==> src/rtl/hack_mem_pkg.sv <==
// hack_mem_pkg: shared widths and word type for the Hack memory hierarchy
package hack_mem_pkg;
  localparam int WORD_W = 16;
  localparam int RAM8_ADDR_W = 3;
  localparam int BANK_SEL_W = 3;
  typedef logic [WORD_W-1:0] word_t;
endpackage

==> src/rtl/ram64_ram8.sv <==
// ram8: eight async-clear registers with a load demux and an 8:1 combinational read mux
module ram8
  import hack_mem_pkg::*;
#(
  parameter int WIDTH = WORD_W
) (
  input  logic                   clk,
  input  logic                   reset,
  input  logic [WIDTH-1:0]       in,
  input  logic                   load,
  input  logic [RAM8_ADDR_W-1:0] address,
  output logic [WIDTH-1:0]       out
);
  logic [WIDTH-1:0] mem [2**RAM8_ADDR_W];
  logic [2**RAM8_ADDR_W-1:0] sel;
  always_comb sel = load ? (2**RAM8_ADDR_W)'(1) << address : '0;
  for (genvar w = 0; w < 2**RAM8_ADDR_W; w++) begin : g_word
    always_ff @(posedge clk or posedge reset)
      if (reset) mem[w] <= '0;
      else if (sel[w]) mem[w] <= in;
  end
  assign out = mem[address];
endmodule

==> src/rtl/ram64.sv <==
// ram64: 64x16 RAM built from eight ram8 banks; combinational read, clocked write, async clear
module ram64
  import hack_mem_pkg::*;
#(
  parameter int WIDTH  = WORD_W,
  parameter int ADDR_W = RAM8_ADDR_W + BANK_SEL_W
) (
  input  logic              clk,
  input  logic              reset,
  input  logic [WIDTH-1:0]  in,
  input  logic              load,
  input  logic [ADDR_W-1:0] address,
  output logic [WIDTH-1:0]  out
);
  logic [BANK_SEL_W-1:0] bank;
  logic [2**BANK_SEL_W-1:0] bank_load;
  logic [WIDTH-1:0] bank_out [2**BANK_SEL_W];
  assign bank = address[ADDR_W-1 -: BANK_SEL_W];
  always_comb bank_load = load ? (2**BANK_SEL_W)'(1) << bank : '0;
  for (genvar b = 0; b < 2**BANK_SEL_W; b++) begin : g_bank
    ram8 #(.WIDTH(WIDTH)) u_ram8 (
      .clk    (clk),
      .reset  (reset),
      .in     (in),
      .load   (bank_load[b]),
      .address(address[RAM8_ADDR_W-1:0]),
      .out    (bank_out[b])
    );
  end
  assign out = bank_out[bank];
endmodule

==> config.mk <==
export PLATFORM = sky130hd
export DESIGN_NAME = ram64
export DESIGN_NICKNAME = d
export VERILOG_FILES = /design/src/rtl/hack_mem_pkg.sv /design/src/rtl/ram64_ram8.sv /design/src/rtl/ram64.sv
export SDC_FILE = /design/constraint.sdc
export NUM_CORES = 2
export LEC_CHECK = 0
export BUFFER_PORTS_ARGS = -buffer_cell sky130_fd_sc_hd__buf_2
export CAP_MARGIN = 20
export CORE_MARGIN = 10
export CORE_UTILIZATION = 30
export DETAILED_ROUTE_END_ITERATION = 6
export HOLD_SLACK_MARGIN = 0.08
export RECOVER_POWER = 25
export SLEW_MARGIN = 20
export SYNTH_ARGS = -nofsm -noshare
export SYNTH_HDL_FRONTEND = slang
export SYNTH_SLANG_ARGS = --single-unit
==> constraint.sdc <==
create_clock -name clk -period 81.2 [get_ports clk]
set_clock_uncertainty 0.1 [all_clocks]
set_input_delay 24.36 -clock clk [delete_from_list [all_inputs] [get_ports clk]]
set_output_delay 24.36 -clock clk [all_outputs]
set_load 0.02 [all_outputs]
==> run metrics <==
status=complete, but fails checks; failing checks=capacitance limit, slew limit; CP max FO=85; Clock transition at path regs=~60 ps; syn avg cell area=15.5 um2; worst hold path class=flip-flop to flip-flop; Filler cells=14.9k; CTS Buf Count=105; H-Tree Depth=3; core region area=0.156 mm2; cell taking the most area after synthesis=dfrtp_1; WL/cell=26.6 um; Clock Sinks=1024; Rows=145; nets=3009; Post-Syn Area=0.0469 mm2; detailed-route via count=27.0k; Iteration-0 DRC Markers=1942; Net Sw Power=between 300 and 400 uW; Comb power frac=0.133; final hold slack=399 ps; TritonCTS clock tree=built; CP Class=input pin to primary output; post-synthesis cell count=3033; max FFs per register=1024; total gr overflow=0; CP max-delay cell=buf_4; Worst setup EP type=primary output; final period utilization=0.653; DR pass1 iterations=5; Reg power frac=0.481; clock tree buffer depth=3; largest cells by area after synthesis=dfrtp_1 55%, mux2_2 25%, mux4_2 11%; Hold Vio Cnt, Final=0; Clk pwr share=0.387; postcts setup bufs=0; pwr dens=24.1 mW/mm2; Die Area=0.172 mm2; Routability Congestion=0.802; Worst setup SP type=input pin; root buffer cell=clkbuf_16; worst skew pair latency=700 ps; via/cell ratio=5.27; Post-synth top flop=dfrtp_1; top flop regs=g_bank.u_ram8.mem (1024); library cells used by synthesis=63; Die W=415 um; # DRC=0; hold buffers post-CTS=0; layout cell share with drive strength beyond 1=0.527; RSZ-0062 raised after global routing=false; Seq/Total Area, Yosys=0.547; antenna viol nets, final=0; initial antenna violation count=4; Synth Register Bits=roughly 1k; Yosys Warn Count=0; Place WS=28050 ps; number of port buffers=40; vias in the first global route=approximately 28k; CP peak stage delay=810 ps; GRT Total Usage=0.156; Post-synth EDFFs=0; drt total wl=about 140 mm; Post-CTS Resized=0; maxcap violations=7; crit-path cells=buf_8 > buf_4 > buf_12 > mux4_2 > mux2_2 > a21oi_1 > nand2_1 > o22a_1 > buf_2; syn nets=3058; starting density of the core=0.301; Layout area overhead=12.2%; post-DP HPWL=83.8 mm; Slew headroom=-3.24; Switching Share=0.252; Critical Path AT=approximately 29000 ps; Final Max Tran Viols=561; Die Span Y=415 um; async set-reset flop share out of synthesis=1.00; share of the synthesized area in the top cell type=0.547; Leak=approximately 0.024 uW; Fmax=0.0188 GHz; first-pass GRT wire length=202 mm; final worst slack=between 20000 and 30000 ps; WP data required=56740 ps; post-route setup TNS=0 ps; Final Setup Violations=0; largest reg by FF count=g_bank.u_ram8.mem; Max VDD drop=around 0.017 mV; # IOs=41; worst slew pin tran=6330 ps; P_int=949 uW; Final min period=53060 ps; largest net degree at the start of global routing=140
-- synthesized netlist by cell type, drive strengths merged, types with 2 or more instances --
master / n
a21oi: 35
nand2: 123
inv: 3
a221oi: 21
a31o: 2
mux4: 232
o211ai: 7
nand3: 12
a22o: 9
o311ai: 2
or2: 2
a21boi: 5
o22a: 3
mux2: 1038
nand2b: 6
o221ai: 4
o21ai: 13
a211oi: 11
buf: 162
and2: 6
o32a: 4
a2111oi: 2
dfrtp: 1024
a22oi: 31
nor2b: 13
a32oi: 3
nor4: 2
o22ai: 3
a31oi: 8
and3: 2
o31ai: 3
mux2i: 53
nor2: 40
nor3b: 4
o2111ai: 4
clkbuf: 124
or3: 2
and3b: 2
nor3: 6
-- final cells by class --
type                            count  area [um2]  share of cell area
Clock inverter                     31         333             0.00633
Tap cell                         2058        2570              0.0490
Timing Repair Buffer              130        1010              0.0192
Inverter                            3        12.5            0.000238
Antenna cell                        4        10.0            0.000190
Sequential cell                  1024       25600               0.487
Multi-Input combinational cell   1720       19900               0.378
Clock buffer                      161        3140              0.0597
-- per-layer routing --
metal,routed length (um),global-route usage
met2,65900,0.255
met4,5520,0.0640
met1,59400,0.207
met5,0,0
met3,5790,0.0216
-- cell families after synthesis --
group,count (synthesis),synth area share
flip-flops,1024,0.547
multiplexers,1323,0.372
AO/OA/AOI/OAI,175,0.0270
AND/OR/NAND/NOR,222,0.0246
buffers and inverters,289,0.0297
-- stage by stage --
step	cell area (um2)	std cells	total power [uW]	utilization
6_report	52600	5131	1270	0.337
3_5_place_dp	49100	4933	788	0.315
5_1_grt	52600	5128	1320	0.337
3_3_place_gp	49000	4929	782	0.314
4_1_cts	52600	5125	1280	0.337
2_1_floorplan	46900	3033	738	-
-- power groups by stage --
stage               sequential [uW]  clock [uW]  combinational (uW)
global route                    618         521                 181
detailed placement              618           0                 170
global placement                616           0                 166
finish                          610         491                 169
CTS                             609         500                 170
floorplan                       610           0                 128
-- critical path, delay by kind of cell --
family	cells	cell delay, ps
buffers and inverters	4	2210
muxes	2	880
AOI/OAI and AO/OA	2	750
and+or+nand+nor	1	130
-- cell usage in the layout, fill, tap and decap left out, types with 4 or more instances in the layout --
cell type,synthesis,layout
clkbuf_16,0,106
a21boi_0,5,5
o32a_1,4,4
clkinv_2,0,16
nor2_1,15,13
a221oi_1,20,20
nand2_1,109,108
o211ai_1,7,7
nor2b_1,13,10
a21oi_1,35,35
a22o_1,9,9
clkbuf_8,0,28
buf_2,106,37
o221ai_1,4,4
nor2_4,4,5
mux2_2,1037,1037
nand3_1,9,9
diode_2,0,4
a211oi_1,11,11
o21ai_0,12,11
mux4_2,232,232
clkbuf_1,124,33
bufinv_16,0,5
a22oi_1,31,31
buf_16,0,5
nor2_2,21,22
dfrtp_1,1024,1024
inv_6,0,4
buf_4,31,77
a31oi_1,8,8
mux2i_1,53,53
and2_1,5,5
nand2_2,14,15
o2111ai_1,4,4
nand2b_1,5,5
-- final timing paths --
kind	depth (start not counted)	endpoint	start	slack, ps
worst max-delay path	9	out[11]	address[0]	28140
max in group asynchronous	5	g_bank[0].u_ram8.mem[98]	reset	48550
worst min-delay path	1	g_bank[5].u_ram8.mem[47]	g_bank[5].u_ram8.mem[47]	400
worst min register to register	1	g_bank[5].u_ram8.mem[47]	g_bank[5].u_ram8.mem[47]	400
min in group asynchronous	2	g_bank[7].u_ram8.mem[24]	reset	25550
worst max register to register	1	g_bank[2].u_ram8.mem[1]	g_bank[2].u_ram8.mem[1]	80260
Power figures use the tool's default switching activity.
